===== src/rtl/dacboard_pkg.sv =====
// Shared types and constants for the dacboard audio path.
// UART framing, sample geometry and assembler states.
package dacboard_pkg;

  localparam int SAMPLE_W               = 18;
  localparam int BYTES_PER_SAMPLE       = 3;
  localparam int DEFAULT_TIMEOUT_CYCLES = 4096;
  localparam int CLK_HZ                 = 12_000_000;
  localparam int BAUD                   = 115_200;

  typedef enum logic [1:0] {
    IDLE    = 2'd0,
    GOT_LO  = 2'd1,
    GOT_MID = 2'd2
  } fsm_state_t;

endpackage


===== src/rtl/sample_fifo.sv =====
// Small show-ahead FIFO with occupancy count.
// Head word is visible on data whenever empty is low.
module sample_fifo #(
  parameter int WIDTH = 18,
  parameter int DEPTH = 4
) (
  input  logic                     clk,
  input  logic                     rst,
  input  logic                     push,
  input  logic [WIDTH-1:0]         push_data,
  input  logic                     pop,
  output logic [WIDTH-1:0]         data,
  output logic                     empty,
  output logic                     full,
  output logic [$clog2(DEPTH):0]   level
);

  localparam int AW = $clog2(DEPTH);

  logic [WIDTH-1:0] mem [DEPTH];
  logic [AW-1:0]    wr_ptr;
  logic [AW-1:0]    rd_ptr;
  logic [AW:0]      count;
  logic             do_push;
  logic             do_pop;

  assign empty = (count == '0);
  assign full  = (count == (AW+1)'(DEPTH));
  assign level = count;
  assign data  = mem[rd_ptr];

  // A full FIFO still accepts a write when the head leaves in the same cycle.
  always_comb begin
    do_pop  = pop && !empty;
    do_push = push && (!full || do_pop);
  end

  // Storage, pointers and occupancy.
  always_ff @(posedge clk or posedge rst) begin
    if (rst) begin
      for (int i = 0; i < DEPTH; i++) mem[i] <= '0;
      wr_ptr <= '0;
      rd_ptr <= '0;
      count  <= '0;
    end else begin
      if (do_push) begin
        mem[wr_ptr] <= push_data;
        wr_ptr      <= wr_ptr + 1'b1;
      end
      if (do_pop) rd_ptr <= rd_ptr + 1'b1;
      unique case ({do_push, do_pop})
        2'b10:   count <= count + 1'b1;
        2'b01:   count <= count - 1'b1;
        default: count <= count;
      endcase
    end
  end

endmodule


===== src/rtl/audio_frame_assembler.sv =====
// Rebuilds 18-bit samples from 3-byte little-endian UART frames,
// drops bad/stalled frames and queues samples for the DAC driver.
module audio_frame_assembler
  import dacboard_pkg::*;
#(
  parameter int TIMEOUT_CYCLES = DEFAULT_TIMEOUT_CYCLES,
  parameter int FIFO_DEPTH     = 4,
  parameter int CNT_W          = 8
) (
  input  logic                          CLK_IN,
  input  logic                          RST_i,
  input  logic [7:0]                    byte_i,
  input  logic                          byte_valid_i,
  output logic [SAMPLE_W-1:0]           sample_o,
  output logic                          sample_valid_o,
  input  logic                          sample_ready_i,
  output logic                          frame_err_o,
  output logic                          timeout_o,
  output logic                          overflow_o,
  output logic [CNT_W-1:0]              drop_count_o,
  output logic [$clog2(FIFO_DEPTH):0]   level_o
);

  localparam int TW = $clog2(TIMEOUT_CYCLES + 1);
  localparam logic [TW-1:0] T_LAST = TW'(TIMEOUT_CYCLES - 1);

  fsm_state_t          state;
  logic [7:0]          lo;
  logic [7:0]          mid;
  logic [TW-1:0]       timer;
  logic                fifo_empty;
  logic                fifo_full;
  logic                byte_ok;
  logic                frame_done;
  logic                push;
  logic                pop;
  logic                err_evt;
  logic                to_evt;
  logic                ov_evt;
  logic [SAMPLE_W-1:0] push_data;

  assign sample_valid_o = !fifo_empty;
  assign push_data      = {byte_i[1:0], mid, lo};

  // Frame checks and drop events; a byte arriving always beats expiry.
  always_comb begin
    byte_ok    = (byte_i[7:2] == 6'd0);
    frame_done = byte_valid_i && (state == GOT_MID);
    push       = frame_done && byte_ok;
    err_evt    = frame_done && !byte_ok;
    to_evt     = !byte_valid_i && (state != IDLE) && (timer == T_LAST);
    pop        = sample_valid_o && sample_ready_i;
    ov_evt     = push && fifo_full && !pop;
  end

  // Frame FSM, inter-byte timer, event pulses and drop counter.
  always_ff @(posedge CLK_IN or posedge RST_i) begin
    if (RST_i) begin
      state        <= IDLE;
      lo           <= '0;
      mid          <= '0;
      timer        <= '0;
      frame_err_o  <= 1'b0;
      timeout_o    <= 1'b0;
      overflow_o   <= 1'b0;
      drop_count_o <= '0;
    end else begin
      frame_err_o <= err_evt;
      timeout_o   <= to_evt;
      overflow_o  <= ov_evt;
      if ((err_evt || to_evt || ov_evt) && (drop_count_o != '1))
        drop_count_o <= drop_count_o + 1'b1;
      unique case (state)
        IDLE: begin
          timer <= '0;
          if (byte_valid_i) begin
            lo    <= byte_i;
            state <= GOT_LO;
          end
        end
        GOT_LO: begin
          if (byte_valid_i) begin
            mid   <= byte_i;
            timer <= '0;
            state <= GOT_MID;
          end else if (to_evt) begin
            timer <= '0;
            state <= IDLE;
          end else begin
            timer <= timer + 1'b1;
          end
        end
        GOT_MID: begin
          if (byte_valid_i || to_evt) begin
            timer <= '0;
            state <= IDLE;
          end else begin
            timer <= timer + 1'b1;
          end
        end
        default: begin
          timer <= '0;
          state <= IDLE;
        end
      endcase
    end
  end

  sample_fifo #(
    .WIDTH (SAMPLE_W),
    .DEPTH (FIFO_DEPTH)
  ) u_fifo (
    .clk       (CLK_IN),
    .rst       (RST_i),
    .push      (push),
    .push_data (push_data),
    .pop       (pop),
    .data      (sample_o),
    .empty     (fifo_empty),
    .full      (fifo_full),
    .level     (level_o)
  );

endmodule


===== config.mk =====
export PLATFORM = sky130hd
export DESIGN_NAME = audio_frame_assembler
export DESIGN_NICKNAME = d
export VERILOG_FILES = /design/src/rtl/dacboard_pkg.sv /design/src/rtl/sample_fifo.sv /design/src/rtl/audio_frame_assembler.sv
export SDC_FILE = /design/constraint.sdc
export NUM_CORES = 1
export LEC_CHECK = 0
export CORE_ASPECT_RATIO = 0.9
export CORE_MARGIN = 3
export CORE_UTILIZATION = 46
export CTS_CLUSTER_DIAMETER = 40
export CTS_CLUSTER_SIZE = 25
export DETAILED_ROUTE_END_ITERATION = 8
export GPL_TIMING_DRIVEN = 0
export HOLD_SLACK_MARGIN = 0.08
export PLACE_DENSITY = 0.66
export SLEW_MARGIN = 20
export SYNTH_ARGS = -nofsm -noshare
export SYNTH_HDL_FRONTEND = slang
export SYNTH_HIERARCHICAL = 1
export SYNTH_SLANG_ARGS = --single-unit
export TNS_END_PERCENT = 50

===== constraint.sdc =====
create_clock -name CLK_IN -period 4 [get_ports CLK_IN]
set_input_delay 0.8 -clock CLK_IN [delete_from_list [all_inputs] [get_ports CLK_IN]]
set_output_delay 0.8 -clock CLK_IN [all_outputs]
set_load 0.02 [all_outputs]

==> out/qor.csv <==
stage;metric;value;unit
status;status;completed;
logic_synthesis;Compound-Gate Fraction of Synth Area;2.12;%
logic_synthesis;Post-Synth Simple-Gate Area;7.09;%
global_route;pin count of the biggest net entering global routing;43;
logic_synthesis;synth warn;6;
route;final WL;10900;um
clock_network;Post-CTS Resized;0;
logic_synthesis;post-synthesis mux area share;26.6;%
sta;final setup vio count;0;
setup_path;Crit Path Class;flip-flop to primary output;
floorplanning;core area;11200;um2
cells_and_area;Layout area overhead;24.5;%
route;DR vias/cell;5.31;
route;DR DRC count;0;
logic_synthesis;Synth Area in Adders;2.68;%
route;DR iter-0 viols;107;
logic_synthesis;Yosys top cell by area;dfrtp_1;
cells_and_area;share of post-route cells with drive strength above 1;35.4;%
cells_and_area;nets;459;
route;drt first pass iters;4;
route;WL/cell;18.2;um
logic_synthesis;sequential-to-total area share from yosys stat;55.9;%
floorplanning;number of cell rows;36;
clock_network;CTS tree;yes;
pwr;VDD IR max;392;uV
pwr;leak pwr;0.00310;uW
logic_synthesis;largest family of logic cells by synthesized area;multiplexers;
setup_path;arrival time at the worst endpoint;2.60;ns
clock_network;clk root buf;clkbuf_16;
setup_path;Crit-path slowest cell;buf_1;
cells_and_area;Finished Cell Area;6750;um2
logic_synthesis;Post-synth top flop;dfrtp_1;
clock_network;CTS Buf Count;17;
sta;fmax;294;MHz
logic_synthesis;count of cell types in the netlist;42;
pwr;P per Cell Area;634;nW/um2
route;via count;3194;
logic_synthesis;share of the synthesized area in the top cell type;55.9;%
clock_network;post-CTS setup buffers;0;
clock_network;clock latency at the later pin of the worst-skew pair;0.41;ns
cells_and_area;n_diodes;0;
sta;Fin. Hold Viols;0;
logic_synthesis;Avg Cell Area, Syn;14.6;um2
logic_synthesis;#FFs+latches synth;121;
placement;routability cong.;0.772;
setup_path;CP Data Required Time;3.20;ns
logic_synthesis;EDFF count, synth;0;
cells_and_area;Fill cells;895;
placement;placed insts;569;
logic_synthesis;area share of xor/xnor cells in the synthesized design;3.39;%
logic_synthesis;asr flop ratio synth;100;%
route;final antenna-violating net count;0;
placement;DP HPWL;7200;um
global_route;initial antenna violation count;0;
logic_synthesis;netlist area before placement;5420;um2
global_route;GR Overflow Total;0;
logic_synthesis;top cells by count, synth;121 x dfrtp_1, 89 x mux2_2, 28 x nor2_1, 18 x mux4_2, 14 x inv_1;
setup_path;startpoint class of the critical path;flip-flop;
global_route;GR Util All Layers;18.4;%
cells_and_area;Finished Layout Cells;601;
setup_path;CP top delay family;buffers and inverters;
sta;headroom to the max-slew limit;43.1;%
floorplanning;die area;13100;um2
clock_network;clock-pin slew on the worst setup and hold paths;0.05;ns
clock_network;clock sinks;121;
setup_path;CP Buf/Inv Count;3;
setup_path;critical path fanouts, max;10;
logic_synthesis;Gate Count Post-Synth;372;
floorplanning;I/O pins;45;
global_route;vias in the first global route;3511;
floorplanning;initial core utilization;48.5;%
sta;Tcrit/Tclk final;84.9;%
setup_path;crit path cell chain;buf_2, buf_1, mux4_2, clkdlybuf4s50_1;
sta;RSZ-0062 raised after global routing;no;
sta;Slew Viols, Final;0;
placement;placed instance area;6080;um2
logic_synthesis;most frequent cell after synthesis;dfrtp_1;
logic_synthesis;most area-consuming cells after synthesis;dfrtp_1 56%, mux2_2 18%, mux4_2 7.5%;
global_route;first-pass GRT wire length;18400;um
sta;clk_skew;0.00751;ns
sta;Worst Tran Pin Value;0.853;ns
clock_network;Clock Tree Buf Depth;2;
setup_path;crit end category;primary output;
flow_run;Max Cap Viol;0;
setup_path;delay of the slowest critical-path stage;0.59;ns
clock_network;H-tree depth;4;
placement;Port-buffer cells;43;
floorplanning;Die Y-Extent;109;um
cells_and_area;post-route core utilization;60.4;%
min_path;worst min path class;flip-flop to flip-flop;
clock_network;hold_buf cts;0;
floorplanning;chip width;120;um
logic_synthesis;syn nets;395;
sta;Min Clock Period, post-route;3.40;ns
layout by cell type (no fill, tap or decap), drive strengths merged, types with 2 or more instances in the layout:
master           n
a31oi            3
and3             3
buf             11
bufinv           6
clkbuf          20
clkdlybuf4s50   43
clkinv           5
clkinvlp         2
dfrtp          121
ha              10
inv             14
mux2            91
mux4            18
nand2           12
nand2b           2
nand3            7
nand4            4
nor2            32
nor3             3
nor4             2
o22a             2
o31ai            2
or3              2
xnor2            9
xor2            12
stage by stage:
step / power [uW] / hold slack, ns / setup TNS (ns) / setup WS, ns
finish: 4280 / 0.488 / 0 / 0.604
CTS: 4330 / 0.494 / 0 / 0.553
floorplan: 2230 / 0.453 / 0 / 1.18
global route: 4490 / 0.510 / 0 / 0.477
global placement: 2540 / 0.481 / -10.12 / -0.130
detailed placement: 2580 / 0.480 / 0 / 0.654
layout make-up:
| cell class | instances | area (um2) | area share [%] |
|---|---|---|---|
| Buffer | 10 | 72.6 | 1.07 |
| Clock buffer | 19 | 443 | 6.56 |
| Clock inverter | 13 | 224 | 3.32 |
| Inverter | 14 | 55.1 | 0.815 |
| Multi-Input combinational cell | 227 | 2270 | 33.6 |
| Sequential cell | 121 | 3030 | 44.8 |
| Tap cell | 152 | 190 | 2.82 |
| Timing Repair Buffer | 45 | 470 | 6.97 |
power by group:
part           internal, uW  switching (uW)  total, uW
clock network          1180             536       1720
logic                   455             482        936
registers              1410             215       1630
worst reg2reg max path, cell delays in order, from the launching register on:
cell and delay [ns]:
dfrtp_1 0.46, nor3_1 0.28, nor2b_1 0.18, nor4b_4 0.47, nand2b_1 0.26, ha_1 0.22, inv_1 0.06, fa_1 0.37
xor2_1 0.15, nor2_1 0.11, xor2_1 0.14
logic make-up (layout without fill, tap and decap cells):
kind of cell,count (synthesis),in the layout
mux,110,110
flops,121,121
xor+xnor,21,21
fa+ha+maj,11,11
simple gates,72,72
buf+inv,24,101
compound gates,13,13
sequential cells by signal, summed over array words and instances (netlist names):
name	count
drop_count_o	8
u_fifo/rd_ptr	2
u_fifo/wr_ptr	2
timeout_o	1
state	2
mid	8
u_fifo/level	3
u_fifo/mem	72
timer	13
lo	8
frame_err_o	1
overflow_o	1
worst paths after layout:
kind,slack [ns],depth (start not counted),end,start
setup reg to reg,1.22,10,u_fifo/level[2],u_fifo/level[0]
max in group asynchronous,2.56,3,u_fifo/mem[9],RST_i
setup / recovery,0.60,4,sample_o[3],u_fifo/rd_ptr[1]
hold / removal,0.49,1,timer[0],timer[0]
hold reg to reg,0.49,1,timer[0],timer[0]
min in group asynchronous,0.82,2,overflow_o,RST_i
metal layers:
layer / up-vias / wire (um) / GRT usage [%] / share of wire (%)
met4: 0 / 86 / 5.42 / 0.79
met2: 51 / 5370 / 29.8 / 49
met3: 6 / 396 / 5.08 / 3.6
met5: - / 0 / 0 / 0
met1: 1682 / 5070 / 24.6 / 46
li1: 1455 / - / - / -
(Power assumes the default switching activity.)
